--- src/rtl/alu_arbiter.sv ---
// -----------------------------------------------------------------------------
// alu_arbiter
//
// Shares one combinational ALU between two requesters (port 0: main execute
// path, port 1: auxiliary unit) with round-robin arbitration. One operation is
// in flight at a time: IDLE accepts a request and registers its operands, EXEC
// drives the ALU from those registers and captures its outputs, RESP holds the
// response until the owning requester takes it.
//
// Ports
//   clk, rst                      rising-edge clock, synchronous active-high reset
//   reqN_valid / reqN_ready       request handshake per port
//   reqN_op0, reqN_op1, reqN_ctrl operands and ALU control code per port
//   respN_valid / respN_ready     response handshake per port
//   resp_result, resp_result1     captured ALU results
//   resp_flags                    captured {overflow, sign, carry, zero}
//   resp_id                       port owning the current response
//   busy                          high whenever the FSM is not IDLE
//   alu_operand0/1, alu_control   registered drive to the ALU
//   alu_result, alu_result1, alu_*Flag   combinational ALU outputs
// -----------------------------------------------------------------------------
module alu_arbiter #(
  parameter int WIDTH  = 32,
  parameter int CTRL_W = 4
) (
  input  logic              clk,
  input  logic              rst,
  input  logic              req0_valid,
  output logic              req0_ready,
  input  logic [WIDTH-1:0]  req0_op0,
  input  logic [WIDTH-1:0]  req0_op1,
  input  logic [CTRL_W-1:0] req0_ctrl,
  input  logic              req1_valid,
  output logic              req1_ready,
  input  logic [WIDTH-1:0]  req1_op0,
  input  logic [WIDTH-1:0]  req1_op1,
  input  logic [CTRL_W-1:0] req1_ctrl,
  output logic              resp0_valid,
  input  logic              resp0_ready,
  output logic              resp1_valid,
  input  logic              resp1_ready,
  output logic [WIDTH-1:0]  resp_result,
  output logic [WIDTH-1:0]  resp_result1,
  output logic [3:0]        resp_flags,
  output logic              resp_id,
  output logic              busy,
  output logic [WIDTH-1:0]  alu_operand0,
  output logic [WIDTH-1:0]  alu_operand1,
  output logic [CTRL_W-1:0] alu_control,
  input  logic [WIDTH-1:0]  alu_result,
  input  logic [WIDTH-1:0]  alu_result1,
  input  logic              alu_zFlag,
  input  logic              alu_carryFlag,
  input  logic              alu_signFlag,
  input  logic              alu_overflowFlag
);

  typedef enum logic [1:0] {
    IDLE = 2'd0,
    EXEC = 2'd1,
    RESP = 2'd2
  } state_t;

  state_t              state_q, state_d;
  logic                last_grant_q, last_grant_d;
  logic                resp_id_q, resp_id_d;
  logic [WIDTH-1:0]    op0_q, op0_d;
  logic [WIDTH-1:0]    op1_q, op1_d;
  logic [CTRL_W-1:0]   ctrl_q, ctrl_d;
  logic [WIDTH-1:0]    result_q, result_d;
  logic [WIDTH-1:0]    result1_q, result1_d;
  logic [3:0]          flags_q, flags_d;

  logic                grant0;
  logic                grant1;
  logic                resp_taken;

  // A lone valid always wins; on a tie the port that did not win last time
  // gets the grant. With no valid neither grant is raised, so both readies
  // stay low while the arbiter idles.
  assign grant0 = (state_q == IDLE) && req0_valid && (!req1_valid || last_grant_q);
  assign grant1 = (state_q == IDLE) && req1_valid && (!req0_valid || !last_grant_q);

  // Only the owner's response ready can retire the response; the other port's
  // ready is deliberately ignored.
  assign resp_taken = resp_id_q ? resp1_ready : resp0_ready;

  // Next-state and datapath: operand registers change only on an accept, so
  // the ALU inputs stay frozen outside the accept edge.
  always_comb begin
    state_d      = state_q;
    last_grant_d = last_grant_q;
    resp_id_d    = resp_id_q;
    op0_d        = op0_q;
    op1_d        = op1_q;
    ctrl_d       = ctrl_q;
    result_d     = result_q;
    result1_d    = result1_q;
    flags_d      = flags_q;
    case (state_q)
      IDLE: begin
        if (grant0) begin
          op0_d        = req0_op0;
          op1_d        = req0_op1;
          ctrl_d       = req0_ctrl;
          resp_id_d    = 1'b0;
          last_grant_d = 1'b0;
          state_d      = EXEC;
        end else if (grant1) begin
          op0_d        = req1_op0;
          op1_d        = req1_op1;
          ctrl_d       = req1_ctrl;
          resp_id_d    = 1'b1;
          last_grant_d = 1'b1;
          state_d      = EXEC;
        end
      end
      EXEC: begin
        result_d  = alu_result;
        result1_d = alu_result1;
        flags_d   = {alu_overflowFlag, alu_signFlag, alu_carryFlag, alu_zFlag};
        state_d   = RESP;
      end
      RESP: begin
        if (resp_taken) begin
          state_d = IDLE;
        end
      end
      default: begin
        state_d = IDLE;
      end
    endcase
  end

  // All state in one register block; reset discards any in-flight operation.
  always_ff @(posedge clk) begin
    if (rst) begin
      state_q      <= IDLE;
      last_grant_q <= 1'b1;
      resp_id_q    <= 1'b0;
      op0_q        <= '0;
      op1_q        <= '0;
      ctrl_q       <= '0;
      result_q     <= '0;
      result1_q    <= '0;
      flags_q      <= '0;
    end else begin
      state_q      <= state_d;
      last_grant_q <= last_grant_d;
      resp_id_q    <= resp_id_d;
      op0_q        <= op0_d;
      op1_q        <= op1_d;
      ctrl_q       <= ctrl_d;
      result_q     <= result_d;
      result1_q    <= result1_d;
      flags_q      <= flags_d;
    end
  end

  assign req0_ready   = grant0;
  assign req1_ready   = grant1;
  assign resp0_valid  = (state_q == RESP) && !resp_id_q;
  assign resp1_valid  = (state_q == RESP) &&  resp_id_q;
  assign busy         = (state_q != IDLE);
  assign resp_result  = result_q;
  assign resp_result1 = result1_q;
  assign resp_flags   = flags_q;
  assign resp_id      = resp_id_q;
  assign alu_operand0 = op0_q;
  assign alu_operand1 = op1_q;
  assign alu_control  = ctrl_q;

endmodule

--- config.mk ---
export PLATFORM = sky130hd
export DESIGN_NAME = alu_arbiter
export DESIGN_NICKNAME = d
export VERILOG_FILES = /design/src/rtl/alu_arbiter.sv
export SDC_FILE = /design/constraint.sdc
export NUM_CORES = 1
export LEC_CHECK = 0
export BUFFER_PORTS_ARGS = -buffer_cell sky130_fd_sc_hd__buf_2
export CAP_MARGIN = 10
export CORE_AREA = 4 4 134 136
export CTS_BUF_LIST = sky130_fd_sc_hd__clkbuf_8
export CTS_CLUSTER_SIZE = 10
export DETAILED_ROUTE_END_ITERATION = 8
export DIE_AREA = 0 0 138 140
export PLACE_DENSITY = 0.78
export SKIP_CTS_REPAIR_TIMING = 1
export SLEW_MARGIN = 30
export SYNTH_ARGS = -nofsm -noshare
export SYNTH_HDL_FRONTEND = slang
export SYNTH_SLANG_ARGS = --single-unit
export TNS_END_PERCENT = 20
--- constraint.sdc ---
create_clock -name clk -period 1.7 [get_ports clk]
set_input_delay 0.255 -clock clk [delete_from_list [all_inputs] [get_ports clk]]
set_output_delay 0.255 -clock clk [all_outputs]
set_load 0.02 [all_outputs]
Word-level counts from Yosys, hierarchy flattened
Cells that the tools add are included.
Widths: inputs -> output; s select.
{"block": "totals", "ff_bits": 140, "elab_cells": 43, "input_bits": 210}
{"block": "op_classes", "n_reduce_logical": 17, "eq_ne": 4, "mux": 13}
{"operator": "$mux 32", "count": 4}
{"operator": "$mux 4", "count": 2}
{"operator": "$logic_and 1x1->1", "count": 6}
{"operator": "$mux 2", "count": 3}
{"operator": "$pmux 2 s3", "count": 1}
{"operator": "$logic_not 1->1", "count": 4}
{"operator": "$reduce_and 2->1", "count": 2}
{"operator": "$reduce_bool 2->1", "count": 2}
{"operator": "$mux 1", "count": 3}
{"operator": "$ne 3x3->1 const B", "count": 1}
{"operator": "$eq 2x1->1 const B", "count": 1}
{"operator": "$eq 2x2->1 const B", "count": 1}
{"operator": "$logic_not 2->1", "count": 1}
{"operator": "$logic_or 1x1->1", "count": 2}
{"operator": "$ne 2x2->1 const B", "count": 1}

Longest topological paths before layout
Gate-level depths: netlist (run 1).
{"block": "logic_depth", "ltp_word": 6, "mapped_depth": 7}

Least setup slack after synthesis (run 1)
OpenSTA, ideal clock, no wires.
{"block": "synth_timing", "kind": "register to output", "startpoint": "register state_q[1]", "endpoint": "output port req0_ready", "arrival_ns": 1.407, "setup_slack_ns": 0.038, "path_stages_with_launch": 6, "t_required_ns": 1.445, "n_path_buf": 3, "cell_sequence": "dfxtp_1 > buf_2 > or3b_1 > buf_2 > buf_2 > nor2_1"}
{"block": "synth_between", "elab_chain_cells": 3}
{"item": "start, declared", "line_no": "64", "text": "state_t state_q, state_d;"}
{"item": "start signal, assigned", "line_no": "148", "text": "state_q <= state_d;"}
{"item": "$logic_not 2->1", "line_no": "81", "text": "assign grant0 = (state_q == IDLE) && req0_valid && (!req1_valid || last_grant_q);"}
{"item": "$logic_and 1x1->1 (2 in a row)", "line_no": "81"}
{"item": "end, declared", "line_no": "29", "text": "output logic req0_ready,"}
No other way between the ends.

Final worst setup path (run 1)
{"block": "layout_timing", "startpoint": "register state_q[1]", "endpoint": "output port req1_ready"}
{"block": "layout_between", "elab_chain_cells": 3}
{"item": "$logic_not 2->1", "line_no": "82", "text": "assign grant1 = (state_q == IDLE) && req1_valid && (!req0_valid || !last_grant_q);"}
{"item": "$logic_and 1x1->1 (2 in a row)", "line_no": "82"}
{"item": "end, declared", "line_no": "34", "text": "output logic req1_ready,"}
No other way between the ends.

==> results of run 1 <==
kinds of logic after synthesis:
family,after synthesis
muxes,1
AOI/OAI and AO/OA,276
and+or+nand+nor,222
buffers and inverters,88
DFF,140
critical path, stage by stage (launching register included):
cell and delay [ns]:
dfxtp_4 0.36, or3b_4 0.39, a21oi_4 0.13, buf_6 0.14
metrics by stage:
step | area [um^2] | worst slack, ns | utilization, % | power [mW] | setup TNS [ns]
3_5_place_dp | 7890 | 0.0441 | 46.6 | 6.20 | 0
5_1_grt | 8470 | -0.0619 | 50.0 | 9.45 | -0.150
6_report | 8480 | 0.00662 | 50.0 | 8.98 | 0
2_1_floorplan | 5880 | 0.0384 | - | 5.26 | 0
4_1_cts | 8290 | -0.318 | 49.0 | 8.97 | -0.907
3_3_place_gp | 7890 | 0.125 | 46.6 | 6.17 | 0
area by class of cell:
class / count / area, um^2
Inverter: 1 / 3.75
Tap cell: 225 / 282
Antenna cell: 3 / 7.51
Clock buffer: 18 / 248
Multi-Input combinational cell: 499 / 2730
Timing Repair Buffer: 383 / 2230
Sequential cell: 140 / 2810
Fill cell: 1632 / 8460
Clock inverter: 14 / 158
flip-flops by register name, summed over array words and instances (netlist names):
| register | count |
|---|---|
| state_q | 2 |
| alu_operand1 | 32 |
| last_grant_q | 1 |
| alu_operand0 | 32 |
| resp_id | 1 |
| alu_control | 4 |
| resp_flags | 4 |
| resp_result1 | 32 |
| resp_result | 32 |
power by group through the flow:
| stage | clock network, mW | logic (mW) | registers (mW) |
|---|---|---|---|
| floorplan | 0 | 1.02 | 4.24 |
| global placement | 0 | 2.32 | 3.84 |
| detailed placement | 0 | 2.35 | 3.85 |
| CTS | 2.85 | 2.35 | 3.78 |
| global route | 2.99 | 2.64 | 3.82 |
| finish | 2.77 | 2.43 | 3.78 |
how the worst max path moves through the flow:
| stage | to | slack [ns] | depth (start not counted) |
|---|---|---|---|
| floorplan | req0_ready | 0.04 | 5 |
| global placement | alu_operand0[20] | 0.13 | 4 |
| detailed placement | alu_control[0] | 0.04 | 4 |
| CTS | req0_ready | -0.32 | 3 |
| global route | req1_ready | -0.06 | 3 |
| finish | req1_ready | 0.007 | 3 |
per-layer routing:
metal | part of all wire (%) | global-route usage [%] | vias to the layer above
met5 | 0.061 | 0 | -
met4 | 2.2 | 7.44 | 2
met3 | 8.3 | 6.01 | 31
met2 | 49 | 34.5 | 339
met1 | 41 | 25.9 | 3118
li1 | - | - | 3249
placed cells by master (no fill, tap or decap), drive strengths merged, types with 2 or more instances in the layout:
cell type and instances:
buf 381, dfxtp 140, a21oi 138, nand2 137, nand3 68, a311oi 68, o21ai 68, clkbuf 20
inv 9, clkinvlp 4, nor2 4, diode 3, or3b 2, nand2b 2, bufinv 2, nor3b 2
nor2b 2
==> metrics.cfg, run 1 <==
[floorplan]
fp.dieH_um = 140
coreArea_mm2 = 0.0169
die_area_mm2 = 0.0193
start_util_pct = 34.7
fp.dieW_um = 138
row_count = 48
num_io_pins = 352

[grt]
grt_pass1_wl_um = 33300
grt_max_degree = 70
first_global_vias = 6413
overflow = 0
antenna_found_initial = 2
grt_usage_pct = 20.8

[logic_synthesis]
async_flop_share_pct = 0
yosysTopAreaCell = dfxtp_1
synthCells = 727
synth-compound-area-share_pct = 28.9
synth_edf_count = 0
syn_nets = 937
synthFlopType = dfxtp_1
synth_top_family_by_area = compound AO/OA/AOI/OAI gates
yosysSeqAreaShare_pct = 47.6
synth_top_area_share_pct = 47.6
synth.area.top_cells = dfxtp_1 48%, a21oi_1 12%, a311oi_1 8.8%
yosys.cell_types.count = 31
synthMuxAreaShare_pct = 0.170
avgSynthCellArea_um2 = 8.09
ys_warn_count = 0
ys_top_cells_by_count = 140 x dfxtp_1, 138 x a21oi_1, 137 x nand2_1
yosys.area_share.simple_pct = 16.6
synthAdderAreaFrac_pct = 0
netlist_area_mm2 = 0.00588
ys_ff_latch = 140
synth_most_common_cell = dfxtp_1
synth_xor_area_share_pct = 0

[critical_path]
ff2ff_setup_slack_ns = 0.11
worstPathArrival_ns = 1.44
cp-start-kind = flip-flop
regToRegEndpoint = alu_operand1[7]
crit_start = state_q[1]
rr_worst_depth = 6
critPathMaxFanout = 5
critPathKind = flip-flop to output pin
regToRegStartpoint = state_q[0]
crit_path_end_kind = output pin
cp.required_ns = 1.44

[sta]
maxSlewViolCount = 0
skew_ns = 0.0159
worst_slew_pin_slew_ns = 0.424
timing.final.crit_period_ns = 1.69
relSlewSlack_pct = 71.7
rsz0062_at_grt = yes
fmax_ghz = 0.591
fin_crit_sh_pct = 99.6
holdWs_ns = 0.0568
final_hold_viol_count = 0
setup_viol = 0

[drt]
drtPass1Iterations = 5
ant_nets = 0
vias = 6739
viasPerCell = 5.25
wl_um = 21400
wl_per_cell_um = 16.7
first_iter_violations = 304
route.detailed.drc = 0

[place]
dp.cells = 1237
io_buffers = 351
hpwlAfterDp_um = 14800
globalplace.congestion = 0.865

[clocking]
cts_made_buffers = 17
h-tree-depth = 4
clk_path_buf_depth = 2
clkTransAtPathRegs_ns = 0.09
clk_latency_ns = 0.43
tritoncts = yes
clock_sinks = 140
root_buffer = clkbuf_8

[cells_and_area]
fin_nets = 1252
drive_gt1_share_pct = 41.4
fin_cells = 1283
area.growth.synth_to_final_pct = 44.1

[power]
p_leak_nw = 3.79
cellPowerDensity_mw_per_mm2 = 1060
switchingPower_mw = 3.04
internal-power_mw = 5.94
ir_worst_vdd_mv = 0.645
sequentialPowerShare_pct = 42.1
p_comb_share_pct = 27.1
p_clk_share_pct = 30.8
switching_share_pct = 33.9

[min_path]
hp-class = primary input to flip-flop
whs_endpoint = resp_result[21]
hp-start = alu_result[21]
hold_depth = 3

[job]
max_cap_violations = 0

[outcome]
status = finished, final reports clean

No activity file was read; power rests on OpenSTA's default activity.
==> run 2, diff against run 1 <==
- PLACE_DENSITY: 0.78 -> 0.69
==> run 2 against run 1 <==
Maximum frequency down 6.2%. Via count about the same. Clock skew down 0.0051 ns. The run now ends with setup timing left. Clock power up 5%. Critical path type unchanged.
==> metrics.cfg, run 2 (synthesis gave the netlist of run 1 again) <==
[critical_path]
cp.required_ns = 1.44  ; about the same
ff2ff_setup_slack_ns = 0.04  ; -0.07 ns
regToRegStartpoint = state_q[0]
cp-start-kind = flip-flop
crit_path_end_kind = output pin
setup.worst_path.end = req1_ready
rr_worst_depth = 6  ; unchanged
regToRegEndpoint = alu_operand1[21]
crit_start = state_q[0]
critPathKind = flip-flop to output pin
worstPathArrival_ns = 1.55  ; +0.11 ns
critPathMaxFanout = 4  ; -1

[clocking]
clkTransAtPathRegs_ns = 0.09  ; about the same
clk_latency_ns = 0.44  ; about the same
clk_path_buf_depth = 2  ; unchanged
clock_sinks = 140  ; unchanged
tritoncts = yes
h-tree-depth = 4  ; unchanged
cts_made_buffers = 17  ; unchanged
root_buffer = clkbuf_8

[drt]
ant_nets = 0  ; unchanged
wl_per_cell_um = 17.6  ; +5.1%
vias = 6736  ; -0.045%
viasPerCell = 5.25  ; about the same
route.detailed.drc = 0  ; unchanged
first_iter_violations = 317  ; +4.3%
drtPass1Iterations = 4  ; -1
wl_um = 22500  ; +5.1%

[job]
max_cap_violations = 0  ; unchanged

[sta]
relSlewSlack_pct = 49.4  ; -22 points
final_hold_viol_count = 0  ; unchanged
skew_ns = 0.0108  ; -0.00512 ns
rsz0062_at_grt = yes
setup_ws_ns = -0.105  ; -0.111 ns
fmax_ghz = 0.554  ; -6.2%
timing.final.crit_period_ns = 1.80  ; +0.111 ns
setup_viol = 3  ; +3
maxSlewViolCount = 0  ; unchanged
worst_slew_pin_slew_ns = 0.759  ; +0.335 ns
fin_crit_sh_pct = 106  ; +6.5 points

[power]
switchingPower_mw = 3.10  ; +2.1%
p_clk_share_pct = 31.8  ; +1.0 points
internal-power_mw = 6.05  ; +1.9%
p_leak_nw = 3.82  ; +0.79%
cellPowerDensity_mw_per_mm2 = 1070  ; +1.4%
sequentialPowerShare_pct = 41.3  ; -0.8 points
switching_share_pct = 33.9  ; +0.035 points
p_comb_share_pct = 26.9  ; -0.2 points
ir_worst_vdd_mv = 0.482  ; -25%

[place]
hpwlAfterDp_um = 15300  ; +3.6%
globalplace.congestion = 0.876  ; +1.3%
dp.cells = 1242  ; +0.40%
pre_cts_slack_ns = 0.0131  ; -0.0310 ns
io_buffers = 351  ; unchanged

[cells_and_area]
fin_nets = 1253  ; +0.080%
fin_cells = 1282  ; -0.078%
drive_gt1_share_pct = 42.0  ; +0.53 points
mostFrequentLayoutCells = 346 x buf_2, 137 x a21oi_1, 137 x nand2_1, 137 x dfxtp_1, 68 x nand3_1
final_common_cell = buf_2
area.growth.synth_to_final_pct = 44.9

[floorplan]
start_util_pct = 34.7  ; unchanged
die_area_mm2 = 0.0193  ; unchanged
fp.dieH_um = 140  ; unchanged
row_count = 48  ; unchanged
num_io_pins = 352  ; unchanged
coreArea_mm2 = 0.0169  ; unchanged
fp.dieW_um = 138  ; unchanged

[grt]
grt_max_degree = 71  ; +1.4%
first_global_vias = 6399  ; -0.22%
overflow = 0  ; unchanged
antenna_found_initial = 3  ; +1
grt_usage_pct = 21.7  ; +0.89 points
grt_pass1_wl_um = 34200  ; +2.9%

[outcome]
violations = setup timing
status = finished with violations

[min_path]
hp-class = primary input to flip-flop

## run 2: cell types whose count changed in the layout (fill, tap and decap cells not counted), moves of 2 or more
cell,change
inv_6,-3
a311oi_1,-4
dfxtp_2,+3
clkinv_4,+3
a311oi_2,+4
buf_2,-2
clkinvlp_4,-2
dfxtp_4,-2
diode_2,-2
## run 2: area by class of cell
type | count | area [um^2]
antenna | 1 | 2.50
clock buffer | 17 | 234
clock inverter | 15 | 189
fill | 1670 | 8410
inverter | 1 | 3.75
multi-input combinational | 499 | 2750
sequential | 140 | 2810
tap | 225 | 282
timing repair buffer | 384 | 2260
## run 2: routing by layer
layer  global-route usage (%)  vias to the layer above  wire length (um)  part of all wire [%]
met5                        0                        -                15                 0.067
met4                     6.03                        4               407                   1.8
met3                     7.58                       32              1910                   8.5
met2                     36.0                      313             11100                    49
met1                     26.8                     3141              9110                    40
li1                         -                     3246                 -                     -
## run 2: power by group through the flow
stage / clock network [mW] / logic [mW] / registers [mW]
floorplan: 0 / 1.02 / 4.24
finish: 2.91 / 2.46 / 3.79
global placement: 0 / 2.36 / 3.85
global route: 3.12 / 2.67 / 3.83
CTS: 2.98 / 2.38 / 3.78
detailed placement: 0 / 2.38 / 3.85
## run 2: through the flow
stage                     power, mW  TNS (ns)  util [%]  cell area (um^2)  hold WS, ns
after floorplan                5.26         0         -              5880        0.391
after global routing           9.62    -0.696      50.3              8520     0.000668
after detailed placement       6.23         0      46.9              7940        0.443
final                          9.16    -0.274      50.3              8520       0.0416
after CTS                      9.14    -0.749      49.4              8360      0.00331
after global placement         6.21         0      46.9              7940        0.438
## run 2: worst min-delay path by stage
stage	startpoint	endpoint	slack, ns	cells after the start
floorplan	alu_zFlag	resp_flags[0]	0.39	2
global placement	resp_result[13]	resp_result[13]	0.44	2
detailed placement	resp_result1[12]	resp_result1[12]	0.44	2
CTS	alu_result1[26]	resp_result1[26]	0.003	3
global route	alu_result1[26]	resp_result1[26]	0.0007	3
finish	alu_result[19]	resp_result[19]	0.04	3
## run 2: critical path: stages (launching register included)
cell	delay, ns
dfxtp_2	0.34
buf_8	0.12
or3b_4	0.40
a21oi_2	0.13
buf_6	0.13
